--- config.mk ---
export PLATFORM = sky130hd
export DESIGN_NAME = regfile_dist_mp
export DESIGN_NICKNAME = d
export VERILOG_FILES = /design/src/rtl/regfile_dist_mp.sv
export SDC_FILE = /design/constraint.sdc
export NUM_CORES = 2
export LEC_CHECK = 0
export ABC_CLOCK_PERIOD_IN_PS = 7600
export BUFFER_PORTS_ARGS = -buffer_cell sky130_fd_sc_hd__buf_2
export CAP_MARGIN = 0
export CORE_AREA = 2 2 456 458
export CTS_CLUSTER_DIAMETER = 120
export DETAILED_ROUTE_END_ITERATION = 10
export DIE_AREA = 0 0 458 460
export SYNTH_ARGS = -nofsm -noshare
export SYNTH_HDL_FRONTEND = slang
export SYNTH_SLANG_ARGS = --single-unit
--- constraint.sdc ---
create_clock -name clk -period 7.6 [get_ports clk]
set_clock_uncertainty 0.15 [all_clocks]
set_input_delay 1.52 -clock clk [delete_from_list [all_inputs] [get_ports clk]]
set_output_delay 1.52 -clock clk [all_outputs]
set_load 0.01 [all_outputs]
--- src/rtl/regfile_dist_mp.sv ---
`default_nettype none
// ============================================================================
// Module      : regfile_dist_mp
// Description : Multi-write-port distributed register file. Every entry is
//               visible on a flattened parallel output bus. NWR direct write
//               ports (highest index wins on collisions), one streaming bulk
//               loader and a DEPTH-cycle clear sweep share the array.
//               Optional per-byte write enables: define REGFILE_BYTE_WE_EN.
// Revision    : 1.0 - initial release
// ============================================================================
module regfile_dist_mp #(
    parameter int               WIDTH   = 32,
    parameter int               DEPTH   = 32,
    parameter int               NWR     = 2,
    parameter logic [WIDTH-1:0] CLR_VAL = '0,
    localparam int              AW      = $clog2(DEPTH)
) (
    input  logic                   clk,
    input  logic                   rst,
    input  logic [NWR-1:0]         we,
    input  logic [NWR*AW-1:0]      w_addr,
    input  logic [NWR*WIDTH-1:0]   di,
`ifdef REGFILE_BYTE_WE_EN
    input  logic [NWR*(WIDTH/8)-1:0] be,
`endif
    input  logic                   s_valid,
    output logic                   s_ready,
    input  logic [WIDTH-1:0]       s_data,
    input  logic                   s_last,
    input  logic                   clr_req,
    output logic                   busy,
    output logic [DEPTH*WIDTH-1:0] parallel_dout,
    output logic [DEPTH-1:0]       entry_valid
);

    localparam logic [0:0] ST_IDLE  = 1'b0;
    localparam logic [0:0] ST_CLEAR = 1'b1;
`ifdef REGFILE_BYTE_WE_EN
    localparam int NB = WIDTH / 8;
`endif

    logic [0:0]       state;
    logic [AW-1:0]    ld_ptr;
    logic [AW-1:0]    clr_ptr;
    logic [DEPTH-1:0] valid_q;
    logic [WIDTH-1:0] ram [DEPTH];

    logic [AW-1:0]    wa [NWR];
    logic [WIDTH-1:0] wd [NWR];
    logic [NWR-1:0]   port_hit;   // port contributes a valid write this cycle
    logic             in_idle;
    logic             stream_fire;

    // Unpack the per-port address/data buses and decide which ports mark valid.
    for (genvar p = 0; p < NWR; p++) begin : g_port
        assign wa[p] = w_addr[p*AW +: AW];
        assign wd[p] = di[p*WIDTH +: WIDTH];
`ifdef REGFILE_BYTE_WE_EN
        assign port_hit[p] = we[p] & (|be[p*NB +: NB]);
`else
        assign port_hit[p] = we[p];
`endif
    end

    // Stream only moves when no direct port is active, so the two never collide.
    assign in_idle     = (state == ST_IDLE);
    assign s_ready     = in_idle & ~(|we);
    assign stream_fire = s_valid & s_ready;
    assign busy        = (state == ST_CLEAR);
    assign entry_valid = valid_q;

    // Flatten the array onto the parallel read bus.
    for (genvar i = 0; i < DEPTH; i++) begin : g_dout
        assign parallel_dout[i*WIDTH +: WIDTH] = ram[i];
    end

    // Array write: the sweep owns the array while clearing; otherwise stream,
    // then direct ports in ascending index so the highest port lands last.
    always_ff @(posedge clk) begin
        if (state == ST_CLEAR) begin
            ram[clr_ptr] <= CLR_VAL;
        end else begin
            if (stream_fire) begin
                ram[ld_ptr] <= s_data;
            end
            for (int p = 0; p < NWR; p++) begin
`ifdef REGFILE_BYTE_WE_EN
                for (int k = 0; k < NB; k++) begin
                    if (we[p] && be[p*NB + k]) begin
                        ram[wa[p]][k*8 +: 8] <= wd[p][k*8 +: 8];
                    end
                end
`else
                if (we[p]) begin
                    ram[wa[p]] <= wd[p];
                end
`endif
            end
        end
    end

    // Control: sweep sequencing, load pointer and per-entry valid flags.
    always_ff @(posedge clk or posedge rst) begin
        if (rst) begin
            state   <= ST_IDLE;
            ld_ptr  <= '0;
            clr_ptr <= '0;
            valid_q <= '0;
        end else begin
            case (state)
                ST_IDLE: begin
                    if (clr_req) begin
                        // Clear wins over any write landing on the same edge.
                        state   <= ST_CLEAR;
                        clr_ptr <= '0;
                        ld_ptr  <= '0;
                        valid_q <= '0;
                    end else begin
                        if (stream_fire) begin
                            valid_q[ld_ptr] <= 1'b1;
                            if (s_last || (ld_ptr == AW'(DEPTH - 1))) begin
                                ld_ptr <= '0;
                            end else begin
                                ld_ptr <= ld_ptr + 1'b1;
                            end
                        end
                        for (int p = 0; p < NWR; p++) begin
                            if (port_hit[p]) begin
                                valid_q[wa[p]] <= 1'b1;
                            end
                        end
                    end
                end
                ST_CLEAR: begin
                    if (clr_ptr == AW'(DEPTH - 1)) begin
                        state   <= ST_IDLE;
                        clr_ptr <= '0;
                    end else begin
                        clr_ptr <= clr_ptr + 1'b1;
                    end
                end
                default: begin
                    state <= ST_IDLE;
                end
            endcase
        end
    end

endmodule
`default_nettype wire
# [Word-level counts from Yosys, hierarchy flattened]
# Memory sizes are Yosys's and may differ from the RTL's.
# Cells that the tools add are included.
[word_totals] output_inout_bits=1058 regBits=43 inputBits=113 ramBits=1024 n_memories=1 wordCells=72
[classes] eq_ne=3 magnitude_cmp=6 n_addsub=2 muxes=40 reduce_logical=9 n_bitwise=7
[mem_list] name="ram" words=32 word_bits=32 rd=32 rd_ports_with_merged_regs=0 wr=2 line="46" source="logic [WIDTH-1:0] ram [DEPTH];"
[op_table] operator="$mux 32" count=10
[op_table] operator="$or 32x32->32" count=3
[op_table] operator="$reduce_or 32->1" count=2
[op_table] operator="$mux 5" count=7
[op_table] operator="$lt 5x6->1 const B" count=3
[op_table] operator="$mux 1" count=18
[op_table] operator="$demux 1 s5" count=3
[op_table] operator="$ge 5x1->1 const B" count=3
[op_table] operator="$add 5x1->5 const B" count=2
[op_table] operator="$eq 5x5->1 const B" count=2
[op_table] operator="$pmux 5 s2" count=1
[op_table] operator="$logic_and 1x1->1" count=3
[op_table] operator="$and 1x1->1" count=2
[op_table] operator="$ne 2x2->1 const B" count=1
[op_table] operator="$not 1->1" count=2
[op_table] operator="$pmux 1 s2" count=1
[op_table] operator="$reduce_and 2->1" count=1
[op_table] operator="$reduce_bool 2->1" count=1
[op_table] operator="$reduce_or 2->1" count=1
[op_table] operator="$logic_or 1x1->1" count=1

# [Depth between registers and ports, before layout]
[logic_depth] ltp_word=15 mapped_depth=8 ltp_nobuf=7

# [Worst setup path before layout]
# No wires, ideal clock.
[synth_timing] path_type="input to register" from="input we[0]" to="memory ram[19][0] (enable)" arrival_ps=4782 required_time_ps=6984 slack_ps=2203 cell_stages=7 path_cell_list="buf_2 -> nor2b_1 -> buf_2 -> clkbuf_1 -> nand2_1 -> nand4_1 -> o21ai_0"
[synth_rtl] element="start, declared" line="20" source="input logic [NWR-1:0] we,"
[synth_rtl] element="end, declared" line="46"

==> impl_summary.md <==
Die
The number of rows created at floorplan is between 150 and 200. The initial standard-cell utilization of the core is 0.218. After floorplanning, the core was sized to cover 0.206 mm². The total die area is about 0.21 mm². From bottom edge to top edge, the die measures roughly 460 µm.

The number of top-level pins is between 1000 and 1500. In this run the horizontal extent of the chip is between 400 and 500 µm.

Drt
The total detailed-routing wirelength is 245 mm. The count of vias placed by the detailed router is 39000. The count of nets left with antenna violations after detail routing is 0. The first TritonRoute pass finished after 7 iterations.

The average via count per standard cell is roughly 5.0. The number of DRC violations after detailed routing is 0. In the final routed layout, each cell accounts on average for ~32 µm. In this run, the number of DRC markers left after iteration 0 of detailed routing was 7839.

Power
The standby leakage power is 23.0 nW. VDD sags by at most around 0.20 mV. Of the total power, combinational logic draws 0.184. The share of total power dissipated in sequential elements is 0.467. Internal power comes to between 10 and 15 mW. For this design the total switching power over the nets is ~5 mW.

The proportion of total power due to net switching is 0.312. The share of total power dissipated in the clock network is 0.349. Dividing total power by cell area gives a power density of around 280 mW/mm².

Yosys
The number of warnings issued by yosys is 0. The predominant post-synthesis flop cell is edfxtp_1. The count of state elements after synthesis is 1067. The most area-hungry cell type in the Yosys netlist is edfxtp_1.

The average size of a mapped cell is around 11 µm². Synthesis produced a netlist with a net count of slightly above 4000. The cell area after technology mapping is ~0.045 mm². The number of cells produced by synthesis is approximately 4000. Of the post-synthesis cell area, the dominant cell type holds 0.685. The fraction of registers with async set or reset after synthesis is 0.0403. By area the synthesized netlist is led by edfxtp_1, a21oi_1, nor2_1. The sequential fraction of the synthesis area is 0.709. Counting distinct cell types in the post-synthesis netlist gives between 40 and 50.

Yosys mapped a number of flops with a built-in enable equal to between 1000 and 1500.

Timing
Summed over all failing endpoints, the final setup total negative slack is 0 ps. For this run, the top clock speed supported by timing is ~230 MHz. The actual slew at the worst max-slew pin is roughly 1400 ps. The worst path needs between 4000 and 5000 ps of the cycle, external delays included. The count of final max-slew check failures is 0.

Setup violations remaining at the end of the flow were counted as 0. The final cycle utilization of the critical path is 0.574. The final hold violation count is 0. In this run the tightest slew margin relative to its limit is 0.0797.

Setup repair after global routing left no endpoint under its margin. Hold timing on the final database bottoms out at a slack of around 330 ps.

Finish
The layout overhead on the synthesized area is 28.8%. The net count of the finished layout is 5031. At the end of the flow the core is filled with cells to 0.281. The ratio of cells with drive above 1 in the final layout is 0.315. The final design area excluding fillers is around 0.058 mm².

Clock network
The later-pin clock latency in the skew report is ~770 ps. The clock tree synthesis step divided the H-tree into 3 levels. TritonCTS built the clock tree. In this run, CTS created clock tree buffers numbering ~110. The TritonCTS sink count is between 1000 and 1500.

The clock slew at the register clock pins of the worst setup and hold paths is approximately 60 ps. For this design, the CTS-stage hold fixing added 0 buffers. The root buffer cell is clkbuf_16. The count of instances resized after the clock tree is built is 0. In this run the post-CTS setup repair buffer count came out at 0.

The buffer levels on the longest clock path is 3.

Min path
The worst hold path depth is 1. The path class of the tightest hold or removal check is flop to flop. The path with the worst hold slack has its endpoint at entry_valid[18]. The startpoint of the worst hold path is entry_valid[18].

Placement
Summed over all nets, the half-perimeter wirelength after detailed placement is 161 mm. The congestion estimate from routability-driven global placement came to ~0.85. The number of I/O port buffers is around 1200.

Summing all placed instances gives a cell area of about 0.054 mm².

Flow run
The number of max-capacitance violations reported is 0.

Setup path
For flop-to-flop paths, the worst setup slack is approximately 3600 ps. The end of the worst register-to-register path is ram[24][4]. In this run the critical register-to-register path is launched from busy. STA puts the critical path data arrival time at about 4600 ps. The startpoint kind of the worst setup timing path is an input pin.

The number of cells on the worst reg-to-reg path is 6. The required time at the endpoint of the critical path is just under 8000 ps. The largest fanout on the critical path is 32. The critical path class is input pin to flop. STA classifies the critical path endpoint as a flop.

Global route
The via count of the first global-routing pass is 35300. The first global-routing pass estimated 315 mm of wire. The leftover overflow at the end of global routing is 0. The initial antenna violation count is between 60 and 70.

For this run, the total global-route usage over all layers was measured as 0.221. The largest net degree at the start of global routing is 67.

Outcome
The run finished with clean final reports.
==> cells in the final DEF (no fill, tap or decap), types with 5 or more instances in the layout <==
| master | n |
|---|---|
| nor3b_2 | 5 |
| a21oi_1 | 1051 |
| clkinv_1 | 24 |
| ha_1 | 7 |
| buf_2 | 1163 |
| and3b_1 | 8 |
| o21a_1 | 13 |
| edfxtp_1 | 1024 |
| dfrtp_1 | 42 |
| clkbuf_1 | 25 |
| nand2b_1 | 6 |
| buf_4 | 143 |
| o21ai_4 | 32 |
| nand2_1 | 18 |
| clkbuf_16 | 113 |
| a222oi_1 | 8 |
| clkinvlp_4 | 5 |
| a22oi_2 | 32 |
| nand3_1 | 28 |
| diode_2 | 35 |
| nor3b_1 | 8 |
| a22oi_1 | 25 |
| clkinv_16 | 6 |
| nand2_2 | 31 |
| and3_1 | 7 |
| clkinv_2 | 18 |
| o21ai_0 | 11 |
| bufinv_16 | 12 |
| nor2_1 | 1084 |
==> registers in the layout, indices dropped and copies added (netlist names) <==
signal,count
ram,1024
busy,1
entry_valid,32
clr_ptr,5
ld_ptr,5
==> power by group through the flow <==
stage / combinational (mW) / clock, mW / sequential, mW
global placement: 2.95 / 0 / 7.72
finish: 3.00 / 5.71 / 7.62
detailed placement: 2.98 / 0 / 7.73
global route: 3.13 / 5.96 / 7.66
floorplan: 0.885 / 0 / 7.98
CTS: 2.99 / 5.73 / 7.62
==> synthesized netlist by cell type, types with 2 or more instances <==
cell and instances:
nor3b_1 8, o21ai_1 27, ha_1 7, nor2_1 1084, a222oi_1 8, a22oi_1 57, a21oi_1 1051, nand3_1 28
a22o_1 2, buf_1 32, nor3b_2 5, nand2b_1 6, nand2_1 50, and3_1 7, and2_1 2, clkbuf_1 348
or3_1 4, nor2b_1 4, and3b_1 8, o211ai_1 2, o21a_1 13, o21ai_0 19, inv_1 4, edfxtp_1 1024
nor3_1 4, a32oi_1 2, buf_2 82, nor4bb_1 5, dfrtp_1 43
==> per-stage QoR <==
stage                     std cells  total power [mW]  setup slack, ps
after floorplan                3952              8.87             2200
after global placement         7500              10.7             2510
after detailed placement       7500              10.7             2510
after CTS                      7708              16.3             3360
after global routing           7733              16.7             3210
final                          7743              16.3             3240
==> layer usage <==
metal  up-vias  GRT usage  wire length (µm)
met5         -          0               122
met4        20      0.115             14600
met3       662     0.0773             35600
met2      3609      0.337            107000
met1     18700      0.274             87600
li1      15900          -                 -
==> how the worst max path moves through the flow <==
stage                     slack (ps)           to  startpoint
after CTS                       3360      s_ready       we[0]
after global placement          2510  ram[10][22]       we[1]
after floorplan                 2200   ram[19][0]       we[0]
after global routing            3210  ram[10][20]       we[1]
final                           3240  ram[26][13]       we[1]
after detailed placement        2510  ram[10][22]       we[1]
==> logic make-up after synthesis <==
kind of cell,count (synthesis),synth area share
xor+xnor,2,0.000390
flops,1067,0.709
buf+inv,466,0.0413
compound gates,1186,0.138
simple gates,1224,0.109
fa+ha+maj,7,0.00195
==> final cells by class <==
cell class / count / area, µm²
flip-flops and latches: 1067 / 31800
multi-input cells: 2419 / 11900
repair buffers: 1306 / 6890
clock buffers: 138 / 2920
inverters: 4 / 15.0
diodes: 35 / 87.6
fillers: 21400 / 148000
clock inverters: 70 / 820
well taps: 2704 / 3380
==> worst max-delay path: stages <==
cell and delay (ps):
buf_2 210, nand2b_1 290, or4_1 490, o211ai_1 140, o211ai_1 480, buf_4 400
o21ai_4 1010
No activity file was read; power rests on OpenSTA's default activity.
